File: src/rtl/pnr_pkg.sv
// Shared constants and state encoding for the PNR trigger sequencer.
package pnr_pkg;

  localparam int unsigned PNR_DW       = 14;
  localparam int unsigned PNR_CW       = 32;
  localparam int unsigned PNR_PEAK_WIN = 8;
  localparam int unsigned PNR_WIN_W    = 8;

  typedef enum logic [2:0] {
    IDLE      = 3'd0,
    WAIT_TRIG = 3'd1,
    DELAY     = 3'd2,
    HOLDOFF   = 3'd3,
    CAPTURE   = 3'd4
  } pnr_state_e;

  // Most negative two's complement sample; the crossing detector starts here.
  localparam logic signed [PNR_DW-1:0] PNR_SAMPLE_MIN = {1'b1, {(PNR_DW-1){1'b0}}};

endpackage

File: src/rtl/pnr_threshold_cross.sv
// Rising threshold-crossing detector on the trigger ADC channel.
// cross_c_o is combinational: it compares the live sample against the
// registered previous sample in the same cycle.
module pnr_threshold_cross
  import pnr_pkg::*;
#(
  parameter int unsigned DW = PNR_DW
) (
  input  logic                 clk_i,
  input  logic                 rst_i,
  input  logic signed [DW-1:0] sample_i,
  input  logic signed [DW-1:0] threshold_i,
  output logic                 cross_c_o
);

  localparam logic signed [DW-1:0] PREV_RST = {1'b1, {(DW-1){1'b0}}};

  logic signed [DW-1:0] prev_q;

  // Previous trigger sample, refreshed every cycle regardless of sequencer state.
  always_ff @(posedge clk_i) begin
    if (rst_i) begin
      prev_q <= PREV_RST;
    end else begin
      prev_q <= sample_i;
    end
  end

  assign cross_c_o = (prev_q < threshold_i) && (sample_i >= threshold_i);

endmodule

File: src/rtl/pnr_trigger_sequencer.sv
// Per-event controller for the PNR datapath: detect a rising trigger crossing,
// wait pnr_delay cycles, capture the PNR channel, then hold off re-triggering
// for trig_clearance cycles.
// Optional feature macro: PNR_PEAK_EN -- capture becomes the signed maximum
// over a PEAK_WIN-cycle window starting at the capture cycle.
module pnr_trigger_sequencer
  import pnr_pkg::*;
#(
  parameter int unsigned DW       = PNR_DW,
  parameter int unsigned CW       = PNR_CW,
  parameter int unsigned PEAK_WIN = PNR_PEAK_WIN
) (
  input  logic                 ADC_CLK,
  input  logic                 ADC_RST,
  input  logic                 enable,
  input  logic signed [DW-1:0] trig_source_sig,
  input  logic signed [DW-1:0] pnr_source_sig,
  input  logic signed [DW-1:0] trig_threshold,
  input  logic [CW-1:0]        trig_clearance,
  input  logic [CW-1:0]        pnr_delay,
  output logic                 trig_pulse,
  output logic                 sample_strobe,
  output logic signed [DW-1:0] pnr_value,
  output logic                 pnr_valid,
  output logic                 busy,
  output logic [CW-1:0]        trig_count
);

  pnr_state_e           state_q;
  logic [CW-1:0]        dly_q;
  logic [CW-1:0]        clr_q;
  logic [CW-1:0]        dcnt_q;
  logic [CW-1:0]        ccnt_q;
  logic [CW-1:0]        trig_count_q;
  logic signed [DW-1:0] pnr_value_q;
  logic                 trig_pulse_q;
  logic                 sample_strobe_q;
  logic                 pnr_valid_q;
  logic                 busy_q;

  logic cross_c;
  logic dly_done_c;
  logic clr_done_c;
  logic cap_now_c;
  logic cap_clr_done_c;

  pnr_threshold_cross #(
    .DW (DW)
  ) u_cross (
    .clk_i       (ADC_CLK),
    .rst_i       (ADC_RST),
    .sample_i    (trig_source_sig),
    .threshold_i (trig_threshold),
    .cross_c_o   (cross_c)
  );

  // dcnt_q/ccnt_q hold cycles elapsed since the trigger cycle (0 at the trigger
  // itself) and stop at the latched value, so equality is the done test and
  // the counters never wrap even for 2^CW-1.
  assign dly_done_c = (dcnt_q == dly_q);
  assign clr_done_c = (ccnt_q == clr_q);

  // Capture cycle: the trigger cycle itself for zero delay, else end of DELAY.
  assign cap_now_c = ((state_q == WAIT_TRIG) && cross_c && (pnr_delay == '0)) ||
                     ((state_q == DELAY) && dly_done_c);

  // Clearance status as of the capture cycle; at the trigger cycle only a
  // zero clearance counts as already elapsed.
  assign cap_clr_done_c = (state_q == WAIT_TRIG) ? (trig_clearance == '0) : clr_done_c;

`ifdef PNR_PEAK_EN
  localparam logic [PNR_WIN_W-1:0] WIN_LAST = PNR_WIN_W'(PEAK_WIN - 1);

  logic signed [DW-1:0] peak_q;
  logic [PNR_WIN_W-1:0] wcnt_q;
  logic signed [DW-1:0] peak_nxt_c;

  assign peak_nxt_c = (pnr_source_sig > peak_q) ? pnr_source_sig : peak_q;
`else
  // PEAK_WIN only shapes the peak window, which is absent in this build.
  logic unused_peak_win;
  assign unused_peak_win = ^PEAK_WIN;
`endif

  // Sequencer FSM, per-event counters and registered outputs.
  always_ff @(posedge ADC_CLK) begin
    if (ADC_RST) begin
      state_q         <= IDLE;
      dly_q           <= '0;
      clr_q           <= '0;
      dcnt_q          <= '0;
      ccnt_q          <= '0;
      trig_count_q    <= '0;
      pnr_value_q     <= '0;
      trig_pulse_q    <= 1'b0;
      sample_strobe_q <= 1'b0;
      pnr_valid_q     <= 1'b0;
      busy_q          <= 1'b0;
`ifdef PNR_PEAK_EN
      peak_q          <= '0;
      wcnt_q          <= '0;
`endif
    end else begin
      trig_pulse_q    <= 1'b0;
      sample_strobe_q <= 1'b0;
      pnr_valid_q     <= 1'b0;
      if (!enable) begin
        // Disarm: any pending capture is dropped, count and value are kept.
        state_q <= IDLE;
        busy_q  <= 1'b0;
      end else begin
        case (state_q)
          IDLE: begin
            state_q <= WAIT_TRIG;
            busy_q  <= 1'b0;
          end
          WAIT_TRIG: begin
            if (cross_c) begin
              trig_pulse_q <= 1'b1;
              trig_count_q <= trig_count_q + CW'(1);
              dly_q        <= pnr_delay;
              clr_q        <= trig_clearance;
              dcnt_q       <= CW'(1);
              ccnt_q       <= (trig_clearance != '0) ? CW'(1) : '0;
              state_q      <= DELAY;
              busy_q       <= 1'b1;
            end
          end
          DELAY: begin
            if (!clr_done_c) ccnt_q <= ccnt_q + CW'(1);
            if (!dly_done_c) dcnt_q <= dcnt_q + CW'(1);
          end
`ifdef PNR_PEAK_EN
          CAPTURE: begin
            if (!clr_done_c) ccnt_q <= ccnt_q + CW'(1);
            if (wcnt_q == WIN_LAST) begin
              pnr_value_q <= peak_nxt_c;
              pnr_valid_q <= 1'b1;
              state_q     <= clr_done_c ? WAIT_TRIG : HOLDOFF;
              busy_q      <= !clr_done_c;
            end else begin
              peak_q <= peak_nxt_c;
              wcnt_q <= wcnt_q + PNR_WIN_W'(1);
            end
          end
`endif
          HOLDOFF: begin
            if (clr_done_c) begin
              state_q <= WAIT_TRIG;
              busy_q  <= 1'b0;
            end else begin
              ccnt_q <= ccnt_q + CW'(1);
            end
          end
          default: begin
            state_q <= IDLE;
            busy_q  <= 1'b0;
          end
        endcase

        // Capture overrides the state update made above in the same cycle.
        if (cap_now_c) begin
          sample_strobe_q <= 1'b1;
`ifdef PNR_PEAK_EN
          if (WIN_LAST == '0) begin
            pnr_value_q <= pnr_source_sig;
            pnr_valid_q <= 1'b1;
            state_q     <= cap_clr_done_c ? WAIT_TRIG : HOLDOFF;
            busy_q      <= !cap_clr_done_c;
          end else begin
            peak_q  <= pnr_source_sig;
            wcnt_q  <= PNR_WIN_W'(1);
            state_q <= CAPTURE;
            busy_q  <= 1'b1;
          end
`else
          pnr_value_q <= pnr_source_sig;
          pnr_valid_q <= 1'b1;
          state_q     <= cap_clr_done_c ? WAIT_TRIG : HOLDOFF;
          busy_q      <= !cap_clr_done_c;
`endif
        end
      end
    end
  end

  assign trig_pulse    = trig_pulse_q;
  assign sample_strobe = sample_strobe_q;
  assign pnr_value     = pnr_value_q;
  assign pnr_valid     = pnr_valid_q;
  assign busy          = busy_q;
  assign trig_count    = trig_count_q;

endmodule

File: config.mk
export PLATFORM = sky130hd
export DESIGN_NAME = pnr_trigger_sequencer
export DESIGN_NICKNAME = d
export VERILOG_FILES = /design/src/rtl/pnr_pkg.sv /design/src/rtl/pnr_threshold_cross.sv /design/src/rtl/pnr_trigger_sequencer.sv
export SDC_FILE = /design/constraint.sdc
export NUM_CORES = 1
export LEC_CHECK = 0
export CELL_PAD_IN_SITES_DETAIL_PLACEMENT = 0
export CELL_PAD_IN_SITES_GLOBAL_PLACEMENT = 2
export CORE_MARGIN = 3
export CORE_UTILIZATION = 30
export CTS_BUF_LIST = sky130_fd_sc_hd__clkbuf_8
export DETAILED_ROUTE_END_ITERATION = 10
export HOLD_SLACK_MARGIN = 0.06
export PLACE_DENSITY_LB_ADDON = 0.1
export SLEW_MARGIN = 20
export SYNTH_ARGS = -nofsm -noshare
export SYNTH_HDL_FRONTEND = slang
export SYNTH_HIERARCHICAL = 1
export SYNTH_SLANG_ARGS = --single-unit
File: constraint.sdc
create_clock -name ADC_CLK -period 8.5 [get_ports ADC_CLK]
set_clock_uncertainty 0.05 [all_clocks]
set_input_delay 0.85 -clock ADC_CLK [delete_from_list [all_inputs] [get_ports ADC_CLK]]
set_output_delay 0.85 -clock ADC_CLK [all_outputs]
set_load 0.02 [all_outputs]
* Word level (Yosys, flattened, before mapping)
Cells that the tools add are included.
Storage, ports and cells: flip-flop bits (word level) 194, output and inout bits 50, logic and storage cells 68, input port bits 109
Operators by class: add/subtract/negate cells 3, bitwise gates (word level) 2, magnitude comparators 2, eq/ne operators 11, reduce and logical (&&, ||, !) cells 20, muxes and demuxes 19
Operator list (count):
- $mux W32 | 4
- $pmux W32 S2 | 2
- $add A32 B1 Y32 const B | 3
- $eq A32 B32 Y1 | 2
- $logic_not A32 Y1 | 2
- $reduce_bool A32 Y1 | 1
- $ge A14 B14 Y1 | 1
- $lt A14 B14 Y1 | 1
- $pmux W3 S4 | 1
- $mux W3 | 3
- $ne A2 B2 Y1 const B | 4
- $reduce_and A4 Y1 | 2
- $mux W1 | 7
- $eq A3 B2 Y1 const B | 2
- $ne A3 B3 Y1 const B | 2
- $reduce_and A3 Y1 | 2
- $logic_and A1 B1 Y1 | 4
- $reduce_bool A2 Y1 | 2
- $reduce_or A2 Y1 | 2
- $eq A3 B1 Y1 const B | 1
- $logic_not A3 Y1 | 1
- $pmux W1 S3 | 1
- $reduce_or A3 Y1 | 1
- $mux W2 | 1
- 4 further kinds | 5

* Logic depth before layout (Yosys ltp)
depth after elaboration 7, mapped depth 16, gate-level depth less buffers 14

* Cells and area by module
The synthesis kept the hierarchy.
By module, submodules not included:
- pnr_trigger_sequencer | instances 1, sequential area each 3583.4 um^2, area an instance 8363.0 um^2, cells each 1025
- pnr_threshold_cross | instances 1, sequential area each 280.3 um^2, area an instance 1028.5 um^2, cells each 115

* Worst setup path after synthesis
Ideal clock, no wire load.
path kind input -> register, from input trig_threshold[1], to register trig_count_q[27] (netlist: trig_count[27]), data arrival time 3.781 ns, library setup time 0.070 ns, buffers on the path 1, required time 8.380 ns, setup slack 4.599 ns, cell stages on the path 13, cell sequence inv_1 > ha_1 > a2111oi_0 > or4b_1 > nand3_1 > a211oi_1 > nand4_4 > nor4_4 > nand4_1 > or2_1 > clkbuf_1 > or3_1 > a21oi_1
On the way: word-level cells in the longest chain between the ends 3, elaborated cells on any way between the ends 4, those cells by class order compare (2); reduce/logical (2)
Ends and longest elaborated chain:
- start: declaration | RTL line pnr_trigger_sequencer.sv:18 | input logic signed [DW-1:0] trig_threshold,
- $lt A14 B14 Y1 / $ge A14 B14 Y1 (equally long branches) | RTL line pnr_threshold_cross.sv:29 | assign cross_c_o = (prev_q < threshold_i) && (sample_i >= threshold_i);
- $logic_and A1 B1 Y1 * | RTL line pnr_threshold_cross.sv:29
- via cross_c | RTL line pnr_trigger_sequencer.sv:41 | logic cross_c;
- $reduce_and A3 Y1 (no source line) *
- end signal: assignment | RTL line pnr_trigger_sequencer.sv:120 | trig_count_q <= trig_count_q + CW'(1);
- end: declaration | RTL line pnr_trigger_sequencer.sv:34 | logic [CW-1:0] trig_count_q;
The timed path passes the listed nets; every way through them passes the cells marked *. A chain may end at the register's enable or synchronous reset.

* Worst setup path after layout
from input trig_threshold[1], to register dcnt_q[25]
On the way: word-level cells in the longest chain between the ends 4, elaborated cells on any way between the ends 5, those cells by class order compare (2); eq/ne (1); reduce/logical (2)
Ends and longest elaborated chain:
- $lt A14 B14 Y1 / $ge A14 B14 Y1 (equally long branches) | RTL line pnr_threshold_cross.sv:29
- $logic_and A1 B1 Y1 * | RTL line pnr_threshold_cross.sv:29
- via cross_c | RTL line pnr_trigger_sequencer.sv:41
- $ne A2 B2 Y1 (no source line) *
- $reduce_and A4 Y1 (no source line) *
- end signal: assignment | RTL line pnr_trigger_sequencer.sv:131 | if (!dly_done_c) dcnt_q <= dcnt_q + CW'(1);
- end: declaration | RTL line pnr_trigger_sequencer.sv:32 | logic [CW-1:0] dcnt_q;
Marks and branches as above.

==> flow_summary_export.csv <==
group,metric,value,unit
outcome,outcome,"finished, final reports clean",
timing,relSlewSlack,0.389,
yosys,synth_top_area_frac,0.411,
setup_path,timing.rr.start,"u_cross/prev_q[1]",
cts,cts.sinks,193,
cts,holdBufCountCts,0,
detailed_routing,drt_iter0_markers,386,
floorplan,ioPinCount,159,
global_route,antenna_found_initial,0,
yosys,synthFlopType,"dfxtp_1",
floorplan,die_h,183,microns
detailed_routing,wl_per_cell,16.1,microns
finish,drive_gt1_frac,0.0450,
place,gp_congestion,0.773,
floorplan,core_area,0.0307,sq mm
cts,cts_setup_buffers,0,
finish,n_antenna_cell,0,
yosys,yosys.area.top_type,"dfxtp_1",
yosys,synth_edf_count,0,
pwr,ir_drop,0.106,mV
place,post-place-ws,3100,ps
finish,final_area,0.0117,sq mm
cts,clock_latency,490,ps
cts,clock_path_buffers,2,
yosys,async_flop_share,0,
timing,tns,0,ps
cts,cts_buffers,17,
yosys,synth_cell_types,57,
setup_path,regToRegEndpoint,"dcnt_q[25]",
detailed_routing,viasPerCell,4.88,
detailed_routing,drtPass1Iterations,4,
cts,root_buffer,"clkbuf_8",
pwr,combinationalPowerShare,0.207,
timing,drv_slew,0,
hold_path,hold_path_class,"reg2reg",
floorplan,initial_core_util,0.305,
timing,hold_viol,0,
global_route,grt_pass1_vias,8055,
place,hpwlAfterDp,20100,microns
pwr,p_leak,4.34,nW
timing,setup_slack,3690,ps
timing,whs,421,ps
yosys,synthCells,1140,
floorplan,row_count,64,
setup_path,critPathKind,"in2reg",
yosys,synth.net_count,1283,
finish,multiInputGateArea,0.00521,sq mm
setup_path,rrSetupSlack,4270,ps
timing,tightestPinTransition,911,ps
finish,ff_latch_area,0.00386,sq mm
setup_path,critPathRequiredTime,8870,ps
finish,syn_to_final_growth,24.9,%
yosys,yosysSeqAreaShare,0.411,
global_route,grt.overflow.total,0,
detailed_routing,ant_nets,0,
yosys,synth_common_cells,"193 x dfxtp_1, 189 x nand2_1, 100 x a21oi_1",
pwr,seqPwrFrac,0.487,
yosys,ys_warn_count,6,
setup_path,worstPathMaxFanout,16,
pwr,power.density,169,mW/mm^2
cts,cts_tree,"yes",
setup_path,reg2reg_depth,11,
yosys,ys_ff_latch,193,
setup_path,max_stage_delay,780,ps
yosys,avgSynthCellArea,8.24,sq um
detailed_routing,drt_wl_total,27200,microns
hold_path,hold_path_depth,2,
global_route,grt_start_max_net_pins,98,
timing,min_period,4810,ps
place,dp_cells,1652,
pwr,p_sw,630,uW
yosys,yosysMostFrequentCell,"dfxtp_1",
pwr,p_clk_frac,0.306,
setup_path,arrival,5190,ps
floorplan,dieArea,0.0335,sq mm
finish,nNetsFinal,1418,
timing,period_share,0.566,
flow_run,drv_cap,0,
yosys,syn_area,0.00939,sq mm
timing,fmax,208,MHz
floorplan,dieWidth,183,microns
timing,setup_viol,0,
place,postPlaceCellArea,0.0113,sq mm
finish,finalNonFillerCells,1684,
global_route,grtUsageTotal,0.163,
detailed_routing,drc_errors,0,
place,port_buffers,158,
yosys,synth_area_leaders,"dfxtp_1 41%, nand2_1 7.6%, xor2_1 6.5%, a21oi_1 5.3%, xnor2_1 4.6%",
finish,fillers,3236,
pwr,swShare,0.318,
timing,rsz0062_at_grt,"no",
setup_path,crit_path_end_kind,"register",
global_route,grt_pass1_wl,43500,microns
hold_path,whs_endpoint,"dly_q[17]",
setup_path,crit_slowest_cell,"a211oi_1",
setup_path,startpoint_type,"input port",
setup_path,crit_chain,"clkdlybuf4s50_1 -> inv_1 -> ha_1 -> a2111oi_0 -> or4b_1 -> nand3_1 -> a211oi_1 -> nand2_1 -> o21ai_0 -> and2_1 -> nand4_1 -> or4_1 -> a21oi_1",
cts,cts_htree_levels,4,
hold_path,min_from,"dly_q[17]",
cts,clk_pin_slew,100,ps
cts,cts_resized,0,
pwr,p_int,1.35,mW
detailed_routing,vias,8210,
==> routing by layer <==
metal	GRT usage	part of all wire	up-vias
li1	-	-	4216
met2	0.276	0.49	118
met1	0.215	0.47	3849
met5	0	0	-
met4	0.0466	0.017	0
met3	0.0274	0.027	27
==> kinds of logic (layout without fill, tap and decap cells) <==
family,after synthesis,in the layout,synth area share
DFF,193,193,0.411
xor gates and xnor gates,119,119,0.111
and+or+nand+nor,519,519,0.274
buffers and inverters,89,237,0.0377
AOI/OAI and AO/OA,171,171,0.105
muxes,15,15,0.0160
adders and majority gates,34,34,0.0453
==> registers in the layout, indices dropped and copies added (netlist names), 2 cells and up <==
signal,count
dcnt_q,32
state_q,2
trig_count,32
clr_q,32
u_cross/prev_q,14
ccnt_q,32
dly_q,32
pnr_value,14
==> critical path, delay by kind of cell <==
kind,cells,cell delay (ps)
adders and majority gates,1,280
and+or+nand+nor,6,2010
AOI/OAI and AO/OA,4,1520
buffers and inverters,2,500
==> power by group through the flow <==
stage / clock, mW / sequential [mW] / combinational [mW]
final: 0.606 / 0.965 / 0.411
after detailed placement: 0 / 0.987 / 0.416
after CTS: 0.639 / 0.966 / 0.418
after global placement: 0 / 0.986 / 0.419
after floorplan: 0 / 0.990 / 0.244
after global routing: 0.670 / 0.971 / 0.462
==> through the flow <==
step | power (mW) | utilization
after floorplan | 1.23 | -
after global placement | 1.41 | 0.369
after detailed placement | 1.40 | 0.369
after CTS | 2.02 | 0.381
after global routing | 2.10 | 0.381
final | 1.98 | 0.381
==> cells in the final DEF, fill, tap and decap left out, drive strengths merged, types with 2 or more instances in the layout <==
cell	count
clkdlybuf4s50	157
ha	34
xnor2	49
a31oi	3
nand2b	7
inv	48
a21o	2
mux2i	15
and4	6
o211a	4
o32ai	3
nor2	97
a2111oi	3
nor4	35
or3	20
o21a	5
nand4b	2
clkinv	5
dfxtp	193
o21ai	30
nand2	189
buf	7
a21oi	101
o211ai	7
nand3	44
clkbuf	18
o31ai	7
and3	10
or2	5
and2	9
nor3	18
xor2	70
or4	9
nor2b	14
nand4	51
==> layout make-up <==
| class | count | share of cell area |
|---|---|---|
| multi-input cells | 858 | 0.444 |
| inverters | 41 | 0.0131 |
| repair buffers | 164 | 0.139 |
| flip-flops and latches | 193 | 0.329 |
| well taps | 396 | 0.0423 |
| clock inverters | 14 | 0.0111 |
| clock buffers | 18 | 0.0211 |
==> worst max-delay path by stage <==
stage	from	endpoint	slack (ps)
after floorplan	trig_threshold[1]	trig_count[27]	4600
after global placement	trig_threshold[1]	dcnt_q[12]	3150
after detailed placement	trig_threshold[1]	dcnt_q[12]	3100
after CTS	trig_threshold[1]	dcnt_q[12]	3620
after global routing	trig_threshold[1]	dcnt_q[12]	3210
final	trig_threshold[1]	dcnt_q[25]	3690
No activity file was read; power rests on OpenSTA's default activity.
